`src/rtl/processor_multicycle_controller.sv`:
```
// -----------------------------------------------------------------------------
// processor_multicycle_controller
//
// Control FSM for a multi-cycle MIPS-subset datapath (shared memory, single
// ALU, IR/PC registers). Each state drives the datapath muxes and enables for
// one cycle; memory states stall on mem_ready. Supported opcodes: R-type
// (000000), LW (100011), SW (101011), BEQ (000100), J (000010), ADDI (001000).
// Any other opcode is flagged in DECODE and the FSM returns to FETCH.
//
// Optional feature macro: INSTR_COUNT_EN
//   defined   -> instr_count counts instr_done cycles (wraps, cleared by rst)
//   undefined -> instr_count tied to 0, no counter register
//
// Ports:
//   clk           in   clock, rising edge
//   rst           in   synchronous active-high reset; forces all outputs to 0
//   opcode[5:0]   in   IR[31:26], sampled in DECODE and MEM_ADDR only
//   mem_ready     in   memory completes the current access this cycle
//   pc_write      out  unconditional PC load
//   pc_write_cond out  PC load if ALU zero
//   iord          out  memory address mux (0=PC, 1=ALUOut)
//   mem_read      out  memory read request
//   mem_write     out  memory write request
//   ir_write      out  IR load
//   mem_to_reg    out  register write data (0=ALUOut, 1=MDR)
//   reg_dst       out  destination register (0=rt, 1=rd)
//   reg_write     out  register file write enable
//   alu_src_a     out  0=PC, 1=reg A
//   alu_src_b[1:0] out 00=B, 01=4, 10=sext imm, 11=sext imm<<2
//   alu_op[1:0]   out  00=add, 01=sub, 10=funct-decoded
//   pc_source[1:0] out 00=ALU result, 01=ALUOut, 10=jump target
//   state[3:0]    out  current state encoding
//   instr_done    out  pulse in the final cycle of each instruction
//   illegal_op    out  pulse in DECODE on an unknown opcode
//   instr_count   out  retired instruction count
// -----------------------------------------------------------------------------
module processor_multicycle_controller #(
    parameter int CNT_WIDTH = 32
) (
    input  logic                 clk,
    input  logic                 rst,
    input  logic [5:0]           opcode,
    input  logic                 mem_ready,
    output logic                 pc_write,
    output logic                 pc_write_cond,
    output logic                 iord,
    output logic                 mem_read,
    output logic                 mem_write,
    output logic                 ir_write,
    output logic                 mem_to_reg,
    output logic                 reg_dst,
    output logic                 reg_write,
    output logic                 alu_src_a,
    output logic [1:0]           alu_src_b,
    output logic [1:0]           alu_op,
    output logic [1:0]           pc_source,
    output logic [3:0]           state,
    output logic                 instr_done,
    output logic                 illegal_op,
    output logic [CNT_WIDTH-1:0] instr_count
);

    typedef enum logic [3:0] {
        S_FETCH     = 4'd0,
        S_DECODE    = 4'd1,
        S_MEM_ADDR  = 4'd2,
        S_MEM_READ  = 4'd3,
        S_MEM_WB    = 4'd4,
        S_MEM_WRITE = 4'd5,
        S_EXECUTE   = 4'd6,
        S_ALU_WB    = 4'd7,
        S_BRANCH    = 4'd8,
        S_JUMP      = 4'd9,
        S_ADDI_EXEC = 4'd10,
        S_ADDI_WB   = 4'd11
    } state_t;

    localparam logic [5:0] OP_RTYPE = 6'b000000;
    localparam logic [5:0] OP_LW    = 6'b100011;
    localparam logic [5:0] OP_SW    = 6'b101011;
    localparam logic [5:0] OP_BEQ   = 6'b000100;
    localparam logic [5:0] OP_J     = 6'b000010;
    localparam logic [5:0] OP_ADDI  = 6'b001000;

    state_t state_q, state_d;

    // Ungated decode of the current state; reset masking is applied below.
    logic       pc_write_raw, pc_write_cond_raw, iord_raw, mem_read_raw;
    logic       mem_write_raw, ir_write_raw, mem_to_reg_raw, reg_dst_raw;
    logic       reg_write_raw, alu_src_a_raw, instr_done_raw, illegal_op_raw;
    logic [1:0] alu_src_b_raw, alu_op_raw, pc_source_raw;

    always_ff @(posedge clk) begin
        if (rst) begin
            state_q <= S_FETCH;
        end else begin
            state_q <= state_d;
        end
    end

    always_comb begin
        state_d           = state_q;
        pc_write_raw      = 1'b0;
        pc_write_cond_raw = 1'b0;
        iord_raw          = 1'b0;
        mem_read_raw      = 1'b0;
        mem_write_raw     = 1'b0;
        ir_write_raw      = 1'b0;
        mem_to_reg_raw    = 1'b0;
        reg_dst_raw       = 1'b0;
        reg_write_raw     = 1'b0;
        alu_src_a_raw     = 1'b0;
        alu_src_b_raw     = 2'b00;
        alu_op_raw        = 2'b00;
        pc_source_raw     = 2'b00;
        instr_done_raw    = 1'b0;
        illegal_op_raw    = 1'b0;

        case (state_q)
            S_FETCH: begin
                // PC+4 is computed every fetch cycle, but IR/PC only load
                // when the memory actually returns the instruction.
                mem_read_raw  = 1'b1;
                alu_src_b_raw = 2'b01;
                ir_write_raw  = mem_ready;
                pc_write_raw  = mem_ready;
                if (mem_ready) state_d = S_DECODE;
            end
            S_DECODE: begin
                // Precompute the branch target into ALUOut while decoding.
                alu_src_b_raw = 2'b11;
                case (opcode)
                    OP_RTYPE:     state_d = S_EXECUTE;
                    OP_LW, OP_SW: state_d = S_MEM_ADDR;
                    OP_BEQ:       state_d = S_BRANCH;
                    OP_J:         state_d = S_JUMP;
                    OP_ADDI:      state_d = S_ADDI_EXEC;
                    default: begin
                        state_d        = S_FETCH;
                        illegal_op_raw = 1'b1;
                        instr_done_raw = 1'b1;
                    end
                endcase
            end
            S_MEM_ADDR: begin
                alu_src_a_raw = 1'b1;
                alu_src_b_raw = 2'b10;
                state_d       = (opcode == OP_LW) ? S_MEM_READ : S_MEM_WRITE;
            end
            S_MEM_READ: begin
                mem_read_raw = 1'b1;
                iord_raw     = 1'b1;
                if (mem_ready) state_d = S_MEM_WB;
            end
            S_MEM_WB: begin
                reg_write_raw  = 1'b1;
                mem_to_reg_raw = 1'b1;
                instr_done_raw = 1'b1;
                state_d        = S_FETCH;
            end
            S_MEM_WRITE: begin
                mem_write_raw  = 1'b1;
                iord_raw       = 1'b1;
                instr_done_raw = mem_ready;
                if (mem_ready) state_d = S_FETCH;
            end
            S_EXECUTE: begin
                alu_src_a_raw = 1'b1;
                alu_op_raw    = 2'b10;
                state_d       = S_ALU_WB;
            end
            S_ALU_WB: begin
                reg_write_raw  = 1'b1;
                reg_dst_raw    = 1'b1;
                instr_done_raw = 1'b1;
                state_d        = S_FETCH;
            end
            S_BRANCH: begin
                alu_src_a_raw     = 1'b1;
                alu_op_raw        = 2'b01;
                pc_write_cond_raw = 1'b1;
                pc_source_raw     = 2'b01;
                instr_done_raw    = 1'b1;
                state_d           = S_FETCH;
            end
            S_JUMP: begin
                pc_write_raw   = 1'b1;
                pc_source_raw  = 2'b10;
                instr_done_raw = 1'b1;
                state_d        = S_FETCH;
            end
            S_ADDI_EXEC: begin
                alu_src_a_raw = 1'b1;
                alu_src_b_raw = 2'b10;
                state_d       = S_ADDI_WB;
            end
            S_ADDI_WB: begin
                reg_write_raw  = 1'b1;
                instr_done_raw = 1'b1;
                state_d        = S_FETCH;
            end
            default: begin
                // Unused encodings: all outputs stay 0, recover to FETCH.
                state_d = S_FETCH;
            end
        endcase
    end

    // Reset masks every output combinationally so an aborted instruction
    // cannot issue a write during the reset cycle.
    assign pc_write      = ~rst & pc_write_raw;
    assign pc_write_cond = ~rst & pc_write_cond_raw;
    assign iord          = ~rst & iord_raw;
    assign mem_read      = ~rst & mem_read_raw;
    assign mem_write     = ~rst & mem_write_raw;
    assign ir_write      = ~rst & ir_write_raw;
    assign mem_to_reg    = ~rst & mem_to_reg_raw;
    assign reg_dst       = ~rst & reg_dst_raw;
    assign reg_write     = ~rst & reg_write_raw;
    assign alu_src_a     = ~rst & alu_src_a_raw;
    assign alu_src_b     = rst ? 2'b00 : alu_src_b_raw;
    assign alu_op        = rst ? 2'b00 : alu_op_raw;
    assign pc_source     = rst ? 2'b00 : pc_source_raw;
    assign state         = rst ? 4'd0 : state_q;
    assign instr_done    = ~rst & instr_done_raw;
    assign illegal_op    = ~rst & illegal_op_raw;

`ifdef INSTR_COUNT_EN
    logic [CNT_WIDTH-1:0] count_q;

    always_ff @(posedge clk) begin
        if (rst) begin
            count_q <= '0;
        end else if (instr_done_raw) begin
            count_q <= count_q + CNT_WIDTH'(1);
        end
    end

    assign instr_count = rst ? '0 : count_q;
`else
    assign instr_count = '0;
`endif

endmodule
```
`config.mk`:
```
export PLATFORM = sky130hd
export DESIGN_NAME = processor_multicycle_controller
export DESIGN_NICKNAME = d
export VERILOG_FILES = /design/src/rtl/processor_multicycle_controller.sv
export SDC_FILE = /design/constraint.sdc
export NUM_CORES = 1
export LEC_CHECK = 0
export CAP_MARGIN = 5
export CORE_MARGIN = 2
export CORE_UTILIZATION = 34
export CTS_CLUSTER_SIZE = 8
export DETAILED_ROUTE_END_ITERATION = 16
export PLACE_DENSITY = 0.86
export SYNTH_ARGS = -nofsm -noshare
export SYNTH_HDL_FRONTEND = slang
export SYNTH_SLANG_ARGS = --single-unit
```
`constraint.sdc`:
```
create_clock -name clk -period 2.1 [get_ports clk]
set_clock_uncertainty 0.1 [all_clocks]
set_input_delay 0.42 -clock clk [delete_from_list [all_inputs] [get_ports clk]]
set_output_delay 0.42 -clock clk [all_outputs]
set_load 0.005 [all_outputs]
```
==> results.ini, run 1 <==
[route]
first_iter_violations=22
drcViolationCount=0
wire_per_inst_um=11.32
viasPerCell=4.710
first_pass_iters=4
drt-total-wl_um=2423
num_vias=1008
antenna_left=0

[clock_tree]
cts_made_buffers=3
cts_hold_buf=0
worstSkewPairLatency_ns=0.25
cts.htree.levels=1
cts.sinks=4
cts_tree=yes
clockBufferDepth=2
path_clk_slew_ns=0.04
root_buffer=clkbuf_4

[job]
drv_cap=0

[floorplanning]
die_y_um=54.39
core_sq_mm=0.002432
start_util_pct=35.49
rows=18
die_area_sq_mm=0.002958
die_x_um=54.39
io_pins=63

[synth]
synth_top_area_share_pct=29.57
synth_most_common_cell=buf_4
avgSynthCellArea_sq_um=6.798
yosys-top-cells-area=buf_4 (30%), dfxtp_1 (9.3%), nor2_1 (7.4%)
synthArstFlopShare_pct=0
synth_ff_type=dfxtp_1
synth_area_sq_um=863.3
syn_inst=127
synthDistinctLibCells=44
ys_seq_area_share_pct=9.275
yosysTopAreaCell=buf_4
ys_ff_latch=4
yosys-top-cells-count=buf_4 (34), nor2_1 (17), nor3_1 (9)
synth_warnings=0
synth_edf_count=0

[min_path]
holdPathStages=4
hold_path.startpoint=rst
min-delay-path-class=input pin to register
hold_end=state_q[1]

[finish]
syn_to_final_growth_pct=53.33
largest-register=state_q
final_cells=214
fin_area_sq_mm=0.001324
drive_above_1_share_pct=34.78
nets=195
largest_register_ffs=4
diodes=0
reg_top3=state_q: 4 flops

[sta]
rsz0062_at_grt=no
fmax_mhz=486.1
finalSetupTns_ns=0
setup-violations-final=0
slew_violations=0
final_hold_viol_count=0
fin_crit_sh_pct=97.97
period_needed_ns=2.057

[worst_setup_path]
end_kind=primary output
worstPathArrival_ns=1.54
startpoint_type=register
timing.rr.end=state_q[1]
criticalPathCategory=register to primary output
cp_slowest_cell=clkdlybuf4s50_1
rr_startpoint=state_q[1]
rrSetupSlack_ns=0.55
worst-path-buf-inv=3
rr_worst_depth=6
worstPathMaxFanout=7
worst_path_largest_cell_delay_ns=0.52
cp_data_required_time_ns=1.58
cp_top_family=buffers and inverters
critical_path.cell_chain=buf_4, inv_2, nor2_1, clkdlybuf4s50_1

[global_routing]
grt_pass1_vias=857
grt_pass1_wl_um=3594
grt.total_usage_pct=16.48
antenna_found_initial=0
grt_max_degree=17
grt-ovfl-total=0

[placement]
portBuffers=30
gp_congestion=0.8425
placed_cell_area_sq_mm=0.001192
dp.final_hpwl_um=1712
dp.cells=202

[power]
intPower_w=0.0002365
power_frac_clock_pct=27.6
p_seq_share_pct=24.8
vdd_drop_max_mv=0.1657
leakage_nw=0.6789
combPwrFrac_pct=47.6
powerDensity_mw_per_mm2=282.8
switching_share_pct=36.82
power_w=0.0003744
p_sw_w=0.0001378

[run_status]
status=finished clean

[per-stage QoR]
step	utilization, %	setup slack, ns	hold slack (ns)
finish	54.42	0.04269	0.5945
global route	54.42	0.0009363	0.6104
CTS	52.67	-0.06924	0.5316
detailed placement	49.02	-0.6588	0.5635
global placement	49.02	-0.6073	0.5404
floorplan	-	0.2847	0.5171
[layout by cell type, fill, tap and decap left out, drive strengths merged, types with 2 or more instances in the layout]
master	instances
clkdlybuf4s50	4
clkbuf	10
dfxtp	4
nand2	7
and3	2
xor2	2
nand3	4
nand2b	3
nor2b	2
dlygate4sd2	13
nor4	2
buf	36
a31oi	2
or3	2
a21oi	3
dlymetal6s2s	2
nor2	17
o21ai	5
xnor2	2
conb	32
inv	3
nor3	9
[what timing repair did]
item	in CTS	in global routing
setup buffers	5	5
endpoints found under the hold margin	0	0
endpoints found under the setup margin	22	12
pin swaps	4	6
resized for setup	53	24
[per-layer routing]
layer,track usage (%),part of all wire [%],wire length [um]
met1,17.10,37,905
met2,33.13,53,1278
met3,0.8197,7.9,192
met4,7.500,1.9,47
met5,0,0,0
[tightest hold or removal path: stages]
cell and delay, ns:
clkbuf_2 0.10, buf_6 0.14, buf_4 0.14, o32ai_1 0.08
[area by class of cell]
class | instances | area, sq um
tap | 30 | 37.54
inverter | 3 | 11.26
clock buffer | 3 | 22.52
timing repair buffer | 63 | 513.0
multi-input combinational | 111 | 654.4
sequential | 4 | 85.08
fill | 245 | 1109
[power by group through the flow]
stage	Combinational (W)	Clock [W]	Sequential (W)
after floorplan	0.000132	0	0.0000824
after global placement	0.000173	0	0.0000855
after detailed placement	0.000176	0	0.0000855
after CTS	0.000179	0.000104	0.0000867
after global routing	0.000197	0.000107	0.0000949
final	0.000178	0.000103	0.0000929
[cell families (layout without fill, tap and decap cells)]
group	after synthesis	count (layout)	share of synthesized area, %
flops	4	4	9.276
buf+inv	43	69	36.67
xor+xnor	4	4	4.059
other cells	1	32	0.4344
simple gates	52	52	31.02
compound gates	23	23	18.55
[worst max-delay path by stage]
| stage | startpoint | to | slack (ns) | cells past startpoint |
|---|---|---|---|---|
| detailed placement | rst | instr_done | -0.66 | 6 |
| floorplan | state_q[2] | instr_done | 0.28 | 5 |
| global route | state_q[3] | state[3] | 0.0009 | 4 |
| CTS | opcode[0] | instr_done | -0.07 | 7 |
| global placement | rst | instr_done | -0.61 | 6 |
| finish | state_q[3] | state[3] | 0.04 | 4 |
No activity file was read; power rests on OpenSTA's default activity.
==> run 2: changes to the inputs <==
--- a/config.mk
+++ b/config.mk
@@ -10,7 +10,7 @@
 export CORE_UTILIZATION = 34
 export CTS_CLUSTER_SIZE = 8
 export DETAILED_ROUTE_END_ITERATION = 16
-export PLACE_DENSITY = 0.86
+export PLACE_DENSITY = 0.8
 export SYNTH_ARGS = -nofsm -noshare
 export SYNTH_HDL_FRONTEND = slang
 export SYNTH_SLANG_ARGS = --single-unit
==> run 2 against run 1 <==
Compared with the run above: the run now ends with setup timing left; setup slack lost 0.071 ns; count of clock-buffer cells in the layout is the same; hold slack lost 0.064 ns; via count shrank 3.6%; flip-flop and latch count is the same; clock power shrank 9%; routed wire length shrank 7.3%; highest routed layer unchanged.
==> results.ini, run 2 (same netlist as run 1, synthesis figures left out) <==
[route]
viasPerCell=4.585  ; -2.7%
antenna_left=0  ; unchanged
wire_per_inst_um=10.59  ; -6.4%
drt-total-wl_um=2246  ; -7.3%
drcViolationCount=0  ; unchanged
first_iter_violations=24  ; +9.1%
first_pass_iters=4  ; unchanged
num_vias=972  ; -3.6%

[sta]
finalSetupTns_ns=-0.02867  ; -0.02867 ns
fin_crit_sh_pct=101.4  ; +3.4 points
setup-violations-final=1  ; +1
slew_violations=0  ; unchanged
setup_slack_ns=-0.02867  ; -0.07136 ns
rsz0062_at_grt=yes
period_needed_ns=2.129  ; +0.07136 ns
final_hold_viol_count=0  ; unchanged
fmax_mhz=469.8  ; -3.4%

[run_status]
status=complete, but fails checks
violations=setup timing

[placement]
dp.final_hpwl_um=1555  ; -9.2%
gp_congestion=0.8327  ; -1.2%
portBuffers=30  ; unchanged

[clock_tree]
worstSkewPairLatency_ns=0.23  ; -0.02 ns
cts_hold_buf=0  ; unchanged
path_clk_slew_ns=0.03  ; about the same
clockBufferDepth=2  ; unchanged
cts_tree=yes
cts.sinks=4  ; unchanged
cts_made_buffers=3  ; unchanged
root_buffer=clkbuf_4
cts.htree.levels=1  ; unchanged

[finish]
nets=193  ; -1.0%
drive_above_1_share_pct=34.07  ; -0.72 points
nFillCells=246  ; +0.41%
syn_to_final_growth_pct=54.78
reg_top3=state_q: 4 flops
multi_input_area_sq_um=649.4  ; -0.76%
layout_commonest_cell=conb_1
utilization_pct=54.94  ; +0.51 points
regArea_sq_um=86.33  ; +1.5%
final_cell_mix=conb_1 (32), buf_4 (25), nor2_1 (15)
diodes=0  ; unchanged
largest_register_ffs=4  ; unchanged
largest-register=state_q

[power]
powerDensity_mw_per_mm2=274.3  ; -3.0%
power_w=0.0003665  ; -2.1%
vdd_drop_max_mv=0.1509  ; -9.0%
leakage_nw=0.7358  ; +8.4%

[job]
drv_cap=0  ; unchanged

[worst_setup_path]
end_kind=primary output
criticalPathCategory=register to primary output
worstPathMaxFanout=2  ; -5
worstPathArrival_ns=1.61  ; +0.07 ns
startpoint_type=register
cp_data_required_time_ns=1.58  ; about the same

[min_path]
min-delay-path-class=input pin to register

[global_routing]
grt_pass1_wl_um=3360  ; -6.5%
antenna_found_initial=0  ; unchanged
grt-ovfl-total=0  ; unchanged
grt_max_degree=16  ; -1
grt_pass1_vias=753  ; -12%
grt.total_usage_pct=15.11  ; -1.4 points

[floorplanning]
die_x_um=54.39  ; unchanged
start_util_pct=35.49  ; unchanged
die_area_sq_mm=0.002958  ; unchanged
rows=18  ; unchanged
core_sq_mm=0.002432  ; unchanged
die_y_um=54.39  ; unchanged
io_pins=63  ; unchanged

-- run 2: cell types whose count changed in the layout (fill, tap and decap cells not counted), moves of 2 or more --
| cell | previous run | this run |
|---|---|---|
| dlygate4sd2_1 | 13 | 6 |
| buf_2 | 3 | 5 |
| buf_6 | 7 | 5 |
| dlymetal6s2s_1 | 2 | 8 |
| nand2b_2 | 0 | 2 |
| clkbuf_2 | 7 | 5 |
| nand2b_4 | 2 | 0 |
| nor2_2 | 2 | 0 |
| nor2_4 | 0 | 2 |
-- run 2: worst paths after layout --
check	cells after the start	end	from	slack, ns
min	3	state_q[1]	rst	0.53
min reg2reg	3	state_q[1]	state_q[1]	0.57
max	6	instr_done	state_q[1]	-0.03
max reg2reg	6	state_q[2]	state_q[3]	0.50
-- run 2: worst max-delay path, cell delays in order (launching register included) --
cell and delay (ns):
dfxtp_2 0.32, or3_4 0.38, buf_6 0.13, a211oi_2 0.12, and3_1 0.21, a31o_1 0.11
buf_2 0.10
-- run 2: repair_timing --
item	CTS	global route
setup buffers	6	0
setup endpoints to repair	22	18
gates resized for setup	53	27
hold endpoints to repair	0	0
pin swaps	5	6
-- run 2: area by class of cell --
cell class                      instances  area share, %
Multi-Input combinational cell        111          48.60
Timing Repair Buffer                   61          39.42
Sequential cell                         4          6.461
Tap cell                               30          2.809
Clock buffer                            3          1.685
Inverter                                3          1.030
-- run 2: routing by layer --
layer | global-route usage (%) | wire [um] | vias to the layer above
met2 | 27.91 | 1130 | 51
met3 | 0.8197 | 175 | 2
met5 | 0 | 0 | -
li1 | - | - | 487
met4 | 3.750 | 16 | 0
met1 | 18.86 | 924 | 432
-- run 2: where the power goes --
part	internal, W	leakage, nW	total (W)	switching [W]
combinational	0.0000947	0.688	0.000186	0.0000910
clock	0.0000638	0.0138	0.0000935	0.0000297
sequential	0.0000808	0.0341	0.0000872	0.00000641
-- run 2: metrics by stage --
step | cell area [sq um] | setup slack [ns] | hold slack, ns | std cells
after floorplan | 979.7 | 0.2847 | 0.5171 | 158
after global placement | 1200 | -0.6060 | 0.5364 | 203
after detailed placement | 1200 | -0.6307 | 0.5461 | 203
after CTS | 1303 | -0.09210 | 0.5031 | 212
after global routing | 1336 | -0.09264 | 0.5414 | 212
final | 1336 | -0.02867 | 0.5304 | 212
==> run 3: changes to the inputs <==
--- a/config.mk
+++ b/config.mk
@@ -11,6 +11,7 @@
 export CTS_CLUSTER_SIZE = 8
 export DETAILED_ROUTE_END_ITERATION = 16
 export PLACE_DENSITY = 0.8
+export RECOVER_POWER = 100
 export SYNTH_ARGS = -nofsm -noshare
 export SYNTH_HDL_FRONTEND = slang
 export SYNTH_SLANG_ARGS = --single-unit
==> constraint.sdc (replaced) <==
create_clock -name clk -period 2.1 [get_ports clk]
set_clock_uncertainty 0.1 [all_clocks]
set_input_delay 0.315 -clock clk [delete_from_list [all_inputs] [get_ports clk]]
set_output_delay 0.315 -clock clk [all_outputs]
set_load 0.005 [all_outputs]
==> run 3 against run 2 <==
Compared with the run above: the flow now finishes without violations; combinational power down 3%; maximum frequency up 2.8%; total power down 0.76%; setup slack better by 0.058 ns; non-clock buffer count up 1; critical path depth up 2; global-route usage up 1.3 points; critical path type is now input pin to primary output; critical endpoint unchanged; largest power group unchanged.
==> results.ini, run 3 (same netlist as run 1, synthesis figures left out) <==
[global_routing]
grt_max_degree=16  ; unchanged
grt_pass1_vias=804  ; +6.8%
grt_pass1_wl_um=3498  ; +4.1%
antenna_found_initial=0  ; unchanged
grt.total_usage_pct=16.42  ; +1.3 points
grt-ovfl-total=0  ; unchanged

[clock_tree]
cts.htree.levels=1  ; unchanged
worstSkewPairLatency_ns=0.23  ; about the same
clockBufferDepth=2  ; unchanged
cts_hold_buf=0  ; unchanged
path_clk_slew_ns=0.03  ; about the same
cts_made_buffers=3  ; unchanged
cts_tree=yes
cts.sinks=4  ; unchanged
root_buffer=clkbuf_4

[floorplanning]
core_sq_mm=0.002432  ; unchanged
die_area_sq_mm=0.002958  ; unchanged
die_x_um=54.39  ; unchanged
rows=18  ; unchanged
start_util_pct=35.49  ; unchanged
die_y_um=54.39  ; unchanged
io_pins=63  ; unchanged

[route]
num_vias=1008  ; +3.7%
first_iter_violations=34  ; +42%
wire_per_inst_um=11.68  ; +10%
drcViolationCount=0  ; unchanged
viasPerCell=4.732  ; +3.2%
first_pass_iters=4  ; unchanged
antenna_left=0  ; unchanged
drt-total-wl_um=2487  ; +11%

[min_path]
min-delay-path-class=input pin to register

[finish]
reg_top3=state_q: 4 flops
layout_commonest_cell=conb_1
nets=194  ; +0.52%
drive_above_1_share_pct=28.42  ; -5.7 points
syn_to_final_growth_pct=56.09
utilization_pct=55.40  ; +0.46 points
diodes=0  ; unchanged
largest-register=state_q
final_cell_mix=conb_1 (32), buf_4 (29), nor2_1 (15)
largest_register_ffs=4  ; unchanged

[placement]
place_ws_ns=-0.4438  ; +0.1869 ns
gp_congestion=0.8315  ; -0.14%
portBuffers=30  ; unchanged
dp.final_hpwl_um=1674  ; +7.7%

[sta]
period_needed_ns=2.070  ; -0.05827 ns
finalSetupTns_ns=0  ; +0.02867 ns
rsz0062_at_grt=yes
setup_slack_ns=0.02959  ; +0.05827 ns
fmax_mhz=483.0  ; +2.8%
setup-violations-final=0  ; -1
fin_crit_sh_pct=98.59  ; -2.8 points
final_hold_viol_count=0  ; unchanged
slew_violations=0  ; unchanged

[worst_setup_path]
cp_slowest_cell=nor4_1
worstPathArrival_ns=1.66  ; +0.05 ns
worstPathMaxFanout=2  ; unchanged
critical_path.cell_chain=dlygate4sd2_1, nor4_1, buf_4, a211oi_2, and3_1, buf_4, a31o_1, clkbuf_2
startpoint_type=input pin
end_kind=primary output
cp_common_cell=buf_4
criticalPathCategory=input pin to primary output
worst_path_largest_cell_delay_ns=0.26  ; -0.12 ns
cp_data_required_time_ns=1.68  ; +0.10 ns

[power]
p_seq_share_pct=24.9  ; +1.1 points
switching_share_pct=35.76  ; +1.1 points
combPwrFrac_pct=49.4  ; -1.3 points
leakage_nw=0.6786  ; -7.8%
vdd_drop_max_mv=0.1435  ; -4.9%
intPower_w=0.0002336  ; -2.4%
power_frac_clock_pct=25.7  ; +0.2 points
p_sw_w=0.0001301  ; +2.3%
powerDensity_mw_per_mm2=269.9  ; -1.6%

[job]
drv_cap=0  ; unchanged

[run_status]
status=finished clean

run 3: cell types whose count changed in the layout (fill, tap and decap cells not counted), sizes merged:
cell | previous run | this run
clkdlybuf4s50 | 5 | 11
buf | 36 | 32
clkdlybuf4s25 | 0 | 1
clkbuf | 8 | 5
dlygate4sd2 | 6 | 10
dlymetal6s2s | 8 | 5
run 3: final cells by class:
type	count	area, sq um
clock buffer	3	22.52
inverter	3	11.26
timing repair buffer	62	541.8
sequential	4	83.83
fill	235	1085
tap	30	37.54
multi-input combinational	111	650.6
run 3: timing repair:
| item | CTS | global route |
|---|---|---|
| gates resized for setup | 27 | 17 |
| endpoints found under the setup margin | 18 | 11 |
| setup buffers | 5 | 6 |
| pin swaps | 4 | 4 |
run 3: critical path, delay by kind of cell:
family	cells	cell delay (ns)
buffers and inverters	4	0.66
AND/OR/NAND/NOR	2	0.45
AO/OA/AOI/OAI	2	0.24
run 3: routing by layer:
layer	GRT usage (%)	share of wire (%)
met5	0	0
met4	8.750	1.5
met3	1.913	9.7
met2	30.32	50
met1	18.08	38
run 3: worst paths after layout:
kind                                  from         end  slack, ns  depth (start not counted)
worst max-delay path             opcode[0]  instr_done       0.03                          8
worst min-delay path             opcode[4]  state_q[2]       0.57                          4
worst max register to register  state_q[3]  state_q[2]       0.56                          6
worst min register to register  state_q[2]  state_q[3]       0.57                          3
run 3: through the flow:
stage          hold WS [ns]  area [sq um]  total power (W)  instances
4_1_cts              0.5445          1266        0.0003580        207
3_3_place_gp         0.5370          1170        0.0002478        199
6_report             0.5685          1348        0.0003637        213
3_5_place_dp         0.5481          1170        0.0002525        199
5_1_grt              0.5948          1348        0.0003888        213
2_1_floorplan        0.4121         979.7        0.0002148        158
run 3: power by group through the flow:
stage	sequential [W]	combinational, W	clock, W
after CTS	0.0000893	0.000172	0.0000968
after global routing	0.0000909	0.000198	0.0000999
after floorplan	0.0000824	0.000132	0
final	0.0000907	0.000180	0.0000934
after detailed placement	0.0000870	0.000165	0
after global placement	0.0000868	0.000161	0
==> variant 1, RTL diff (config.mk and constraints of run 2) <==
The option `INSTR_COUNT_EN` is turned on by a define.
--- a/src/rtl/processor_multicycle_controller.sv
+++ b/src/rtl/processor_multicycle_controller.sv
@@ -34,6 +34,8 @@
 //   illegal_op    out  pulse in DECODE on an unknown opcode
 //   instr_count   out  retired instruction count
 // -----------------------------------------------------------------------------
+`define INSTR_COUNT_EN
+
 module processor_multicycle_controller #(
     parameter int CNT_WIDTH = 32
 ) (
Formal check against the unedited RTL: not equivalent (a bounded check fails within 4 cycles, from zero or initial values and one cycle with rst high).
==> variant 1 against run 2 <==
The run still ends with setup timing left. Die area rose to 2.6 times the old value. Count of clock-buffer cells in the layout rose by 5. Total power grew to 4.5 times the old value. Sequential cell count grew 32. Routed wire length rose to 3.6 times the old value. Worst hold slack lost 0.11 ns. Clock power grew to 5.4 times the old value. Worst setup slack lost 0.090 ns. Largest cell class unchanged. Design area increased to 3.1 times the old value. Synthesized area increased to 2.8 times the old value. Critical path type unchanged.
==> variant 1: results (changes against run 2) <==
[run_status]
status = finished, violations left  ; unchanged
violations = setup timing  ; unchanged

[finish]
multiInputGateArea_um2 = 1980  ; was 649 µm²
clock_cell_area_share = 0.0218  ; was 0.0169
clock_buffers = 8  ; was 3
nNetsFinal = 435  ; was 193
fillers = 574  ; was 246
top_regs = count_q: 32 flops, state_q: 4 flops  ; was state_q: 4 flops

[drt]
met3_length_um = 397  ; was 175 µm
drt-met1-wl_um = 3430  ; was 924 µm
postRouteWirelength_um = 8100  ; was 2250 µm

[clock_network]
worstSkewPairLatency_ns = 0.29  ; was 0.23 ns
cts_root_buf = clkbuf_8  ; was clkbuf_4
cts_made_buffers = 5  ; was 3
h-tree-depth = 2  ; was 1

[setup_path]
cp_max_fo = 6  ; was 2
slowest_stage = or3b_2  ; was or3_4
startpoint = state_q[0]  ; was state_q[1]
cpPeakStageDelay_ns = 0.46  ; was 0.38 ns

[logic_synthesis]
seq_area_frac_synth = 0.302  ; was 0.0928

[min_path]
holdCritStartpoint = count_q[11]  ; was rst
hold_depth = 2  ; was 3
hold_path.class = reg -> reg  ; was in -> reg

[pwr]
leakagePower_uw = 0.00179  ; was 0.000736 µW
peakVddDrop_mv = 0.410  ; was 0.151 mV

[grt]
globalRouteMet3Util = 0.0273  ; was 0.00820

[timing]
fin_ws_ns = -0.118  ; was -0.0287 ns
worst_hold_slack_ns = 0.421  ; was 0.530 ns
final-setup-viol-count = 9  ; was 1

[place]
gp_congestion = 0.848  ; was 0.833
port_buffers = 62  ; was 30

## variant 1: kinds of logic (layout without fill, tap and decap cells)
| kind of cell | count (synthesis) | count (layout) | share of synthesized area |
|---|---|---|---|
| simple gates | 182 | 182 | 0.421 |
| compound gates | 52 | 52 | 0.127 |
| flops | 36 | 36 | 0.302 |
| buf+inv | 28 | 135 | 0.0566 |
| mux | 14 | 14 | 0.0655 |
| xor+xnor | 4 | 4 | 0.0147 |
| fa+ha+maj | 3 | 3 | 0.0136 |
## variant 1: critical path: cells and delay by family (launching register included)
family	cells	cell delay [ns]
AND/OR/NAND/NOR	2	0.49
buffers and inverters	2	0.21
AO/OA/AOI/OAI	2	0.31
flip-flops	1	0.39
## variant 1: timing repair
item	4_1_cts	5_1_grt
gates resized for setup	120	68
setup endpoints to repair	46	46
pin swaps	26	22
cloned	4	2
buffers inserted	10	5
## variant 1: report_power, final
part | internal [µW] | switching, µW | total (µW)
combinational | 233 | 220 | 453
sequential | 688 | 12.5 | 701
clock | 268 | 240 | 508
==> variant 2, RTL diff (config.mk and constraints of run 2) <==
Without the edit above. Change the parameter `CNT_WIDTH` from 32 to 16.
--- a/src/rtl/processor_multicycle_controller.sv
+++ b/src/rtl/processor_multicycle_controller.sv
@@ -35,7 +35,7 @@
 //   instr_count   out  retired instruction count
 // -----------------------------------------------------------------------------
 module processor_multicycle_controller #(
-    parameter int CNT_WIDTH = 32
+    parameter int CNT_WIDTH = 16
 ) (
     input  logic                 clk,
     input  logic                 rst,
Interface: changed (resized instr_count); port bits go from 63 to 47. The function was not compared with the original's and may differ.
==> variant 2 against run 2 <==
Count of clock-buffer cells in the layout stayed put. Sequential cell count stayed put. Maximum frequency is 3.8% higher. Largest power group unchanged. First-iteration DRC count is 63% higher. Largest cell class unchanged. Synthesized area is 14% lower. Design area is 2.6% lower. Routed wire length is 18% higher. Total power is 3.3% higher. Core utilization is 10 points higher. Via count is 4.4% higher. Worst setup slack better by 0.078 ns. Worst hold slack worse by 0.012 ns.
==> variant 2: results (changes against run 2) <==
[run_status]
status = finished, final reports clean  ; was finished, violations left

[logic_synthesis]
synthXorXnorAreaFrac = 0.0471  ; was 0.0406
synthTopCellsByCount = buf_4 (18), nor2_1 (17), nor3_1 (9), nand2_1 (7)  ; was buf_4 (34), nor2_1 (17), nor3_1 (9), nand2_1 (7)
seq_area_frac_synth = 0.108  ; was 0.0928
synth_compound_area_frac = 0.215  ; was 0.186

[setup_path]
slowest_stage = nor4_1  ; was or3_4
startpoint = opcode[1]  ; was state_q[1]
cp_data_arrival_time_ns = 1.53  ; was 1.61 ns
r2r_cells = 7  ; was 6
critPathTopFamily = buffers and inverters  ; was simple AND/OR/NAND/NOR gates
cpPeakStageDelay_ns = 0.22  ; was 0.38 ns
timing.rr.start = state_q[2]  ; was state_q[3]

[finish]
antenna_cells = 0  ; unchanged
drive_gt1_frac = 0.401  ; was 0.341
nNetsFinal = 183  ; was 193

[grt]
antenna_found_initial = 0  ; unchanged
grt_usage = 0.196  ; was 0.151
grt_pass1_vias = 927  ; was 753
grt_max_degree = 13  ; was 16
grt_pass1_wl_um = 3930  ; was 3360 µm

[drt]
wl_per_cell_um = 13.3  ; was 10.6 µm
dr_total_vias = 1015  ; was 972
drt_iter0_markers = 39  ; was 24

[pwr]
peakVddDrop_mv = 0.298  ; was 0.151 mV
leakagePower_uw = 0.000679  ; was 0.000736 µW

[place]
port_buffers = 30  ; unchanged
gp_congestion = 0.866  ; was 0.833
place_hpwl_um = 1640  ; was 1550 µm

[min_path]
hold_path.class = in -> reg  ; unchanged

==> variant 2: cell count changes in the layout (fill, tap and decap cells not counted), moves of 2 or more <==
cell and delta:
nand2b_2 -2, buf_4 +7, nor2_2 +2, conb_1 -16
nor3_2 -2, dlymetal6s2s_1 -3, dfxtp_2 +2, nand2b_4 +2
dlygate4sd2_1 +2
==> variant 2: metrics by stage <==
stage	instances	worst slack, ns	utilization	cell area [µm²]
2_1_floorplan	126	0.285	-	800
3_3_place_gp	183	-0.615	0.564	1130
3_5_place_dp	183	-0.667	0.564	1130
4_1_cts	197	-0.159	0.632	1260
5_1_grt	199	-0.0256	0.650	1300
6_report	199	0.0490	0.650	1300
==> variant 2: per-layer routing <==
| metal | share of wire | global-route usage |
|---|---|---|
| met5 | 0 | 0 |
| met2 | 0.54 | 0.390 |
| met3 | 0.073 | 0.0446 |
| met4 | 0.0030 | 0.0270 |
| met1 | 0.38 | 0.211 |
==> variant 2: where the power goes <==
part           total, µW  leakage (µW)  switching, µW  internal (µW)
Clock               94.7     0.0000138           30.8           63.8
Combinational        198      0.000631           96.6            102
Sequential          85.6     0.0000343           5.05           80.5
==> variant 2: area by class of cell <==
| class | count | area, µm² |
|---|---|---|
| well taps | 27 | 33.8 |
| repair buffers | 67 | 549 |
| clock buffers | 3 | 22.5 |
| multi-input cells | 95 | 597 |
| flip-flops and latches | 4 | 85.1 |
| fillers | 172 | 701 |
| inverters | 3 | 13.8 |
==> variant 2: final timing paths <==
| check | endpoint | slack, ns |
|---|---|---|
| worst min-delay path | state_q[1] | 0.52 |
| worst max register to register | state_q[1] | 0.42 |
| worst max-delay path | instr_done | 0.05 |
| worst min register to register | state_q[2] | 0.66 |
==> variant 2: timing repair <==
action / CTS / global route
buffers inserted: 11 / 2
pin swaps: 8 / 7
gates resized for setup: 54 / 25
setup endpoints to repair: 22 / 12
==> variant 2: tightest hold or removal path: stages <==
cell     delay, ns
buf_2         0.09
buf_4         0.20
o32ai_1       0.10
==> variant 2: cells by family (layout without fill, tap and decap cells) <==
group / Yosys count / after routing
buffers and inverters: 27 / 73
AOI/OAI and AO/OA: 23 / 23
and+or+nand+nor: 52 / 52
xor gates and xnor gates: 4 / 4
other: 1 / 16
DFF: 4 / 4
